### config.mk
export PLATFORM = sky130hd
export DESIGN_NAME = mem_stride_reader
export DESIGN_NICKNAME = d
export VERILOG_FILES = /design/src/rtl/mem_stride_reader_pkg.sv /design/src/rtl/stream_fifo2.sv /design/src/rtl/mem_stride_reader.sv
export SDC_FILE = /design/constraint.sdc
export NUM_CORES = 1
export LEC_CHECK = 0
export ABC_CLOCK_PERIOD_IN_PS = 5200
export CORE_UTILIZATION = 40
export CTS_CLUSTER_DIAMETER = 30
export CTS_CLUSTER_SIZE = 12
export DETAILED_ROUTE_END_ITERATION = 10
export HOLD_SLACK_MARGIN = 0.06
export PLACE_DENSITY = 0.57
export SETUP_SLACK_MARGIN = 0.05
export SLEW_MARGIN = 30
export SYNTH_ARGS = -nofsm -noshare
export SYNTH_HDL_FRONTEND = slang
export SYNTH_SLANG_ARGS = --single-unit
export TNS_END_PERCENT = 50
### constraint.sdc
create_clock -name Clk -period 5.2 [get_ports Clk]
set_input_delay 0.78 -clock Clk [delete_from_list [all_inputs] [get_ports Clk]]
set_output_delay 0.78 -clock Clk [all_outputs]
set_load 0.02 [all_outputs]
### src/rtl/mem_stride_reader_pkg.sv
// Shared definitions for the strided reader: FSM state encodings and default widths.
// Imported by the top level; the FIFO stays parameter-only so it can be reused elsewhere.
package mem_stride_reader_pkg;

  localparam int DEF_ADDR_W = 8;
  localparam int DEF_DATA_W = 8;

  typedef enum logic [1:0] {
    ST_IDLE  = 2'd0,
    ST_RUN   = 2'd1,
    ST_DRAIN = 2'd2
  } state_e;

endpackage

### src/rtl/stream_fifo2.sv
// Two-entry FIFO with a sideband last bit; a push into a full FIFO is taken only alongside a pop.
// Head word is registered, so output data and last stay stable until popped.
module stream_fifo2 #(
  parameter int W = 8
) (
  input  logic         clk_i,
  input  logic         rst_i,
  input  logic         push_i,
  input  logic [W-1:0] push_dat_i,
  input  logic         push_last_i,
  input  logic         pop_i,
  output logic [W-1:0] pop_dat_o,
  output logic         pop_last_o,
  output logic         full_o,
  output logic         empty_o
);

  logic [W-1:0] dat_q  [2];
  logic         last_q [2];
  logic         wr_q;
  logic         rd_q;
  logic [1:0]   level_q;
  logic [1:0]   level_d;
  logic         do_push;
  logic         do_pop;

  assign empty_o    = (level_q == 2'd0);
  assign full_o     = (level_q == 2'd2);
  assign pop_dat_o  = dat_q[rd_q];
  assign pop_last_o = last_q[rd_q];

  assign do_pop  = pop_i & ~empty_o;
  assign do_push = push_i & (~full_o | do_pop);

  always_comb begin
    level_d = level_q;
    case ({do_push, do_pop})
      2'b10:   level_d = level_q + 2'd1;
      2'b01:   level_d = level_q - 2'd1;
      default: level_d = level_q;
    endcase
  end

  always_ff @(posedge clk_i) begin
    if (rst_i) begin
      dat_q[0]  <= '0;
      dat_q[1]  <= '0;
      last_q[0] <= 1'b0;
      last_q[1] <= 1'b0;
      wr_q      <= 1'b0;
      rd_q      <= 1'b0;
      level_q   <= 2'd0;
    end else begin
      if (do_push) begin
        dat_q[wr_q]  <= push_dat_i;
        last_q[wr_q] <= push_last_i;
        wr_q         <= ~wr_q;
      end
      if (do_pop) begin
        rd_q <= ~rd_q;
      end
      level_q <= level_d;
    end
  end

endmodule

### src/rtl/mem_stride_reader.sv
// Strided RAM reader: streams count words from base, base+stride, ... with last on the final word.
// First word three cycles after start, one word/cycle when unstalled; reads throttle to fit a 2-entry FIFO.
module mem_stride_reader
  import mem_stride_reader_pkg::*;
#(
  parameter int ADDR_W = DEF_ADDR_W,
  parameter int DATA_W = DEF_DATA_W
) (
  input  logic              Clk,
  input  logic              Rst,
  input  logic              start,
  input  logic [ADDR_W-1:0] base,
  input  logic [ADDR_W-1:0] stride,
  input  logic [ADDR_W-1:0] count,
  output logic              busy,
  output logic              done,
  output logic              mem_en,
  output logic [ADDR_W-1:0] mem_addr,
  input  logic [DATA_W-1:0] mem_rdata,
  output logic              out_valid,
  input  logic              out_ready,
  output logic [DATA_W-1:0] out_data,
  output logic              out_last
);

  state_e            state_q;
  logic [ADDR_W-1:0] next_addr_q;
  logic [ADDR_W-1:0] next_addr_d;
  logic [ADDR_W-1:0] last_addr_q;
  logic [ADDR_W-1:0] stride_q;
  logic [ADDR_W-1:0] cnt_q;
  logic [ADDR_W-1:0] issued_q;
  logic [ADDR_W-1:0] issued_d;
  logic [ADDR_W-1:0] accepted_q;
  logic [ADDR_W-1:0] accepted_d;
  logic              busy_q;
  logic              done_q;
  logic              inflight_q;
  logic              inflight_last_q;

  logic              fifo_full;
  logic              fifo_empty;
  logic [1:0]        occ;
  logic [2:0]        committed;
  logic              pop;
  logic              issue;
  logic              issue_last;
  logic              final_accept;

  assign pop = out_valid & out_ready;

  // Words already held plus the one returning from RAM, less what leaves now, must leave room.
  assign occ       = fifo_full ? 2'd2 : {1'b0, ~fifo_empty};
  assign committed = {1'b0, occ} + {2'b0, inflight_q} - {2'b0, pop};

  assign issue        = (state_q == ST_RUN) && (issued_q < cnt_q) && (committed < 3'd2);
  assign issue_last   = (issued_q == cnt_q - 1'b1);
  assign final_accept = pop && (accepted_q == cnt_q - 1'b1);

  assign next_addr_d = next_addr_q + stride_q;
  assign issued_d    = issued_q + 1'b1;
  assign accepted_d  = accepted_q + 1'b1;

  assign mem_en   = issue;
  assign mem_addr = issue ? next_addr_q : last_addr_q;
  assign busy     = busy_q;
  assign done     = done_q;

  always_ff @(posedge Clk) begin
    if (Rst) begin
      state_q         <= ST_IDLE;
      next_addr_q     <= '0;
      last_addr_q     <= '0;
      stride_q        <= '0;
      cnt_q           <= '0;
      issued_q        <= '0;
      accepted_q      <= '0;
      busy_q          <= 1'b0;
      done_q          <= 1'b0;
      inflight_q      <= 1'b0;
      inflight_last_q <= 1'b0;
    end else begin
      done_q          <= 1'b0;
      inflight_q      <= issue;
      inflight_last_q <= issue & issue_last;
      if (pop) begin
        accepted_q <= accepted_d;
      end
      if (issue) begin
        last_addr_q <= next_addr_q;
      end

      case (state_q)
        ST_IDLE: begin
          // done_q high means the previous transfer is still finishing; start is ignored then.
          if (start && !done_q) begin
            if (count != '0) begin
              state_q     <= ST_RUN;
              busy_q      <= 1'b1;
              next_addr_q <= base;
              stride_q    <= stride;
              cnt_q       <= count;
              issued_q    <= '0;
              accepted_q  <= '0;
            end else begin
              done_q <= 1'b1;
            end
          end
        end
        ST_RUN: begin
          if (issue) begin
            next_addr_q <= next_addr_d;
            issued_q    <= issued_d;
            if (issue_last) begin
              state_q <= ST_DRAIN;
            end
          end
        end
        ST_DRAIN: begin
          if (final_accept) begin
            state_q <= ST_IDLE;
            busy_q  <= 1'b0;
            done_q  <= 1'b1;
          end
        end
        default: begin
          state_q <= ST_IDLE;
          busy_q  <= 1'b0;
        end
      endcase
    end
  end

  stream_fifo2 #(
    .W(DATA_W)
  ) u_fifo (
    .clk_i       (Clk),
    .rst_i       (Rst),
    .push_i      (inflight_q),
    .push_dat_i  (mem_rdata),
    .push_last_i (inflight_last_q),
    .pop_i       (out_ready),
    .pop_dat_o   (out_data),
    .pop_last_o  (out_last),
    .full_o      (fifo_full),
    .empty_o     (fifo_empty)
  );

  assign out_valid = ~fifo_empty;

endmodule

# Yosys cells after proc, flatten, opt, wreduce, memory -nomap -nowiden
# Memories as Yosys holds them, arrays and structs flattened. A register that Yosys moved wholly into a read port is not among the register bits.
# Cells that the tools add are included.
dict set report word_totals {
  register_bits 58
  ram_bits 18
  in_bits 36
  out_inout_bits 21
  word_cells 107
  mem_count 2
}
dict set report op_classes {
  add_sub_neg 8
  n_lt_le_gt_ge 2
  eq_ne 12
  mux 44
  bitwise_logic 9
  reduce_logical 16
}
# memory words width read_ports rd_ports_with_merged_regs write_ports line_no
set mem_list {}
lappend mem_list {u_fifo.dat_q 2 8 1 1 2 stream_fifo2.sv:18} ;# logic [W-1:0] dat_q [2];
lappend mem_list {u_fifo.last_q 2 1 1 1 2 stream_fifo2.sv:19} ;# logic last_q [2];
# cell n
set ops {}
lappend ops {{8-bit 2-to-1 mux} 12}
lappend ops {{8-bit case mux with 2 select lines} 2}
lappend ops {{1-bit 2-to-1 mux} 20}
lappend ops {{8-bit by 1-bit adder with 8-bit output (second input constant)} 2}
lappend ops {{8-bit equality test} 2}
lappend ops {{2-bit 2-to-1 mux} 6}
lappend ops {{2-bit != test (second input constant)} 5}
lappend ops {{8-bit adder} 1}
lappend ops {{8-bit < comparator} 1}
lappend ops {{4-bit AND reduction} 2}
lappend ops {{8-bit nonzero test} 1}
lappend ops {{8-bit OR reduction} 1}
lappend ops {{8-bit by 1-bit subtractor with 8-bit output (second input constant)} 1}
lappend ops {{2-bit equality test (second input constant)} 3}
lappend ops {{2-bit case mux with 3 select lines} 1}
lappend ops {{1-bit inverter} 5}
lappend ops {{5-bit AND reduction} 1}
lappend ops {{2-bit by 1-bit equality test with 1-bit output (second input constant)} 2}
lappend ops {{1-bit logical AND} 4}
lappend ops {{2-bit zero test} 2}
lappend ops {{2-bit case mux with 2 select lines} 1}
lappend ops {{2-bit nonzero test} 2}
lappend ops {{2-bit by 1-bit adder with 3-bit output} 1}
lappend ops {{1-bit bitwise AND} 3}
lappend ops {{other kinds (10)} 10}

# Depth between registers and ports, before layout
dict set report logic_depth {
  ltp_word 10
  ltp_mapped 11
  mapped_depth_nobuf 9
}

# By module
# From an unflattened synthesis, not the netlist that was laid out.
dict set report unflattened {
  cells_unflattened 430
  hier_area_um2 4161.5
}
# module instances cells_per_inst area_each_um2 seq_area_each_um2
set by_module_without_submodules {}
lappend by_module_without_submodules {mem_stride_reader 1 350 3106.7 1081.0}
lappend by_module_without_submodules {stream_fifo2 1 80 1054.8 640.6}

# Least setup slack after synthesis
# Ideal clock, no wire load.
dict set report synth_path {
  path_type {input to output}
  from {in out_ready}
  to {out mem_addr[0]}
  t_arrival_ps 2903
  required_ps 4420
  slack_ps 1517
  cell_stages 10
  cell_sequence {o21a_1 -> buf_2 -> ha_1 -> nor2b_1 -> ha_1 -> a211oi_1 -> o21ai_0 -> nor3_1 -> buf_2 -> mux2_2}
}
dict set report synth_between {
  elab_chain_cells 5
}
# element line_no
set synth_lines {}
lappend synth_lines {{from (decl)} mem_stride_reader.sv:21} ;# input logic out_ready,
lappend synth_lines {{1-bit bitwise AND} mem_stride_reader.sv:50} ;# assign pop = out_valid & out_ready;
lappend synth_lines {{named net pop} mem_stride_reader.sv:45} ;# logic pop;
lappend synth_lines {{3-bit by 1-bit subtractor with 3-bit output} mem_stride_reader.sv:54} ;# assign committed = {1'b0, occ} + {2'b0, inflight_q} - {2'b0, pop};
lappend synth_lines {{3-bit by 2-bit < comparator with 1-bit output} mem_stride_reader.sv:56} ;# assign issue = (state_q == ST_RUN) && (issued_q < cnt_q) && (committed < 3'd2);
lappend synth_lines {{1-bit logical AND} mem_stride_reader.sv:56}
lappend synth_lines {{named net mem_en} mem_stride_reader.sv:17} ;# output logic mem_en,
lappend synth_lines {{8-bit 2-to-1 mux} --}
lappend synth_lines {{to (decl)} mem_stride_reader.sv:18} ;# output logic [ADDR_W-1:0] mem_addr,
# The timed path passes the listed nets, and every way through them passes these cells.

# Worst setup path after layout
dict set report layout_path {
  from {in out_ready}
  to {out mem_addr[6]}
}
dict set report layout_between {
  elab_chain_cells 5
}
# element line_no
set layout_lines {}
lappend layout_lines {{1-bit bitwise AND} mem_stride_reader.sv:50}
lappend layout_lines {{3-bit by 1-bit subtractor with 3-bit output} mem_stride_reader.sv:54}
lappend layout_lines {{3-bit by 2-bit < comparator with 1-bit output} mem_stride_reader.sv:56}
lappend layout_lines {{1-bit logical AND} mem_stride_reader.sv:56}
lappend layout_lines {{8-bit 2-to-1 mux} --}
# No other way between the ends.

==> run_results.csv <==
group,metric,value,unit
yosys,yosysWarnings,0,
hold_path,min_delay_worst_endpoint,"stride_q[5]",
setup_path,r2r_start,"u_fifo.level_q[0]",
timing,finalCritPeriodShare,90.3,%
timing,fin_setup_tns,0,ns
finish,layout_common_cells,"dfxtp_1, clkdlybuf4s50_1, nor2_1",
setup_path,critPathLaunchType,"input pin",
setup_path,path_max_fanout,8,
power,vdd_drop_max,0.138,mV
drt,vias,3462,
yosys,synth.avg_cell_area,9.20,um2
finish,syn_to_final_growth,20.3,%
clocking,cts-root-buf,"clkbuf_8",
timing,slew_headroom,48.4,%
yosys,synthCells,461,
drt,drt_first_pass_iters,4,
yosys,ys_types,57,
floorplanning,initial_utilization,41.1,%
floorplanning,core,10300,um2
floorplanning,fp.dieW,105,um
setup_path,r2r-end,"next_addr_q[3]",
clocking,hold_buffers,0,
clocking,clock_path_buffers,2,
placement,dp_hpwl,7090,um
run_status,status,"completed",
global_routing,grt-ovfl-total,0,
clocking,cts.sinks,77,
yosys,synthTopCellsByArea,"dfxtp_1, edfxtp_1, ha_1",
yosys,synth_top_family_by_area,"simple AND/OR/NAND/NOR gates",
clocking,clk_latency,0.35,ns
yosys,dominantRegCellSynth,"dfxtp_1",
timing,max_freq,213,MHz
hold_path,hold_path_class,"flip-flop to flip-flop",
floorplanning,die_y,105,um
finish,drive_gt1_share,10.7,%
yosys,synth_fa_ha_area_share,6.37,%
yosys,syn_area,4240,um2
placement,io_buffers,56,
clocking,ctsResizeCount,0,
clocking,cts_htree_levels,3,
yosys,yosys.area_share.simple,20.5,%
yosys,synth_top_area_cell,"dfxtp_1",
power,cellLeakagePower,1.93,nW
timing,fin_worst_skew,0.0139,ns
clocking,cts_buffers,9,
finish,layout.cells.most_common,"dfxtp_1",
global_routing,antenna_found_initial,0,
yosys,synth_edf_count,18,
yosys,seq_area_frac_synth,40.6,%
floorplanning,die-area,11000,um2
global_routing,first_global_vias,3331,
drt,drt-total-wl,10100,um
hold_path,min_path_cells,2,
drt,vias_per_cell,5.32,
finish,diodes,0,
yosys,synth_compound_area_share,15.3,%
yosys,ys_ff_latch,77,
global_routing,grt_usage,18.9,%
setup_path,crit_type,"input pin to output port",
setup_path,required,4.42,ns
timing,max_slew.worst_pin.slew,0.767,ns
floorplanning,io-pin-count,57,
clocking,post_cts_buffers,0,
global_routing,grt_pass1_wl,16400,um
run,cap_violations,0,
yosys,muxShareOfSynthArea,6.90,%
placement,routabilityCongestion,0.828,
clocking,path_clk_slew,0.08,ns
timing,hold_viol_final,0,
power,power_density,282,nW/um2
global_routing,grt_max_degree,36,
setup_path,r2r_cells,9,
drt,drt_iter0_drc,158,
setup_path,crit_start,"out_ready",
timing,min_period,4.70,ns
yosys,async_flop_share,0,%
timing,maxSlewViolCount,0,
floorplanning,row_count,37,
drt,drtAntennaViolNets,0,
finish,fin_nets,567,
clocking,cts_tree,"done",
setup_path,rrSetupSlack,2.31,ns
setup_path,end_kind,"output port",
hold_path,hp-start,"stride_q[5]",
yosys,synth.top_cell.area_share,27.8,%
drt,drcViolationCount,0,
setup_path,critPathArrivalTime,3.92,ns
placement,postPlaceCellArea,4910,um2
timing,rsz0062_at_grt,"no",
timing,setup-violations-final,0,
finish,final_cell_area,5100,um2
yosys,synth.net_count,518,
drt,post_drt_wl_per_cell,15.5,um
yosys,synth-xor-area-share,5.99,%
## through the flow
step / std cells / worst slack [ns] / power [mW] / utilization [%] / hold slack (ns)
global placement: 635 / 0.620 / 1.02 / 47.6 / 0.483
detailed placement: 635 / 0.512 / 1.03 / 47.6 / 0.490
CTS: 651 / 0.482 / 1.45 / 49.3 / 0.512
floorplan: 461 / 1.52 / 0.910 / - / 0.459
global route: 651 / 0.218 / 1.52 / 49.4 / 0.544
finish: 651 / 0.504 / 1.44 / 49.4 / 0.507
## power by group
group | switching [mW] | leakage, nW | total [mW] | internal (mW)
registers | 0.0329 | 0.668 | 0.682 | 0.649
logic | 0.179 | 1.18 | 0.335 | 0.157
clock network | 0.243 | 0.0824 | 0.421 | 0.178
## metal layers
metal | wire (um) | global-route usage (%) | up-vias
li1 | - | - | 1745
met1 | 4780 | 24.3 | 1641
met2 | 4750 | 31.6 | 66
met3 | 367 | 3.31 | 10
met4 | 156 | 6.84 | 0
met5 | 0 | 0 | -
## worst max path at each step
stage,end,slack (ns),depth (start not counted)
floorplan,mem_addr[0],1.52,10
global placement,mem_addr[5],0.62,11
detailed placement,mem_addr[6],0.51,11
CTS,mem_addr[6],0.48,11
global route,mem_addr[0],0.22,11
finish,mem_addr[6],0.50,11
## registers in the layout, summed over array words and instances (netlist names), named ones only
name             count
u_fifo.dat_q        16
accepted_q           8
cnt_q                8
issued_q             8
last_addr_q          8
next_addr_q          8
stride_q             8
state_q              2
u_fifo.last_q        2
u_fifo.level_q       2
busy                 1
done                 1
inflight_last_q      1
inflight_q           1
u_fifo.rd_q          1
u_fifo.wr_q          1
## Yosys cell counts, types with 13 or more instances
library cell / number
xnor2_1: 17
and2_1: 26
a21oi_1: 32
clkbuf_1: 13
inv_1: 18
nor3_1: 14
o21ai_0: 17
nor2_1: 44
mux2_2: 18
dfxtp_1: 59
nand2_1: 25
ha_1: 20
edfxtp_1: 18
## area by class of cell
cell class | instances | area, um2
tap | 136 | 170
clock inverter | 7 | 57.6
clock buffer | 9 | 124
sequential | 77 | 1720
fill | 1004 | 5220
multi-input combinational | 341 | 2350
inverter | 19 | 71.3
timing repair buffer | 62 | 606
## cell families after synthesis
| logic type | Yosys count |
|---|---|
| compound gates | 98 |
| xor+xnor | 29 |
| fa+ha+maj | 21 |
| buf+inv | 43 |
| flops | 77 |
| mux | 27 |
| simple gates | 166 |
## critical path: stages
cell,delay [ns]
clkdlybuf4s50_1,0.52
o21a_1,0.16
ha_1,0.23
nor2b_1,0.14
ha_1,0.24
a211oi_1,0.16
o21ai_0,0.23
nor3_1,0.33
buf_4,0.23
mux2_2,0.35
clkdlybuf4s50_1,0.55
Power figures use the tool's default switching activity.
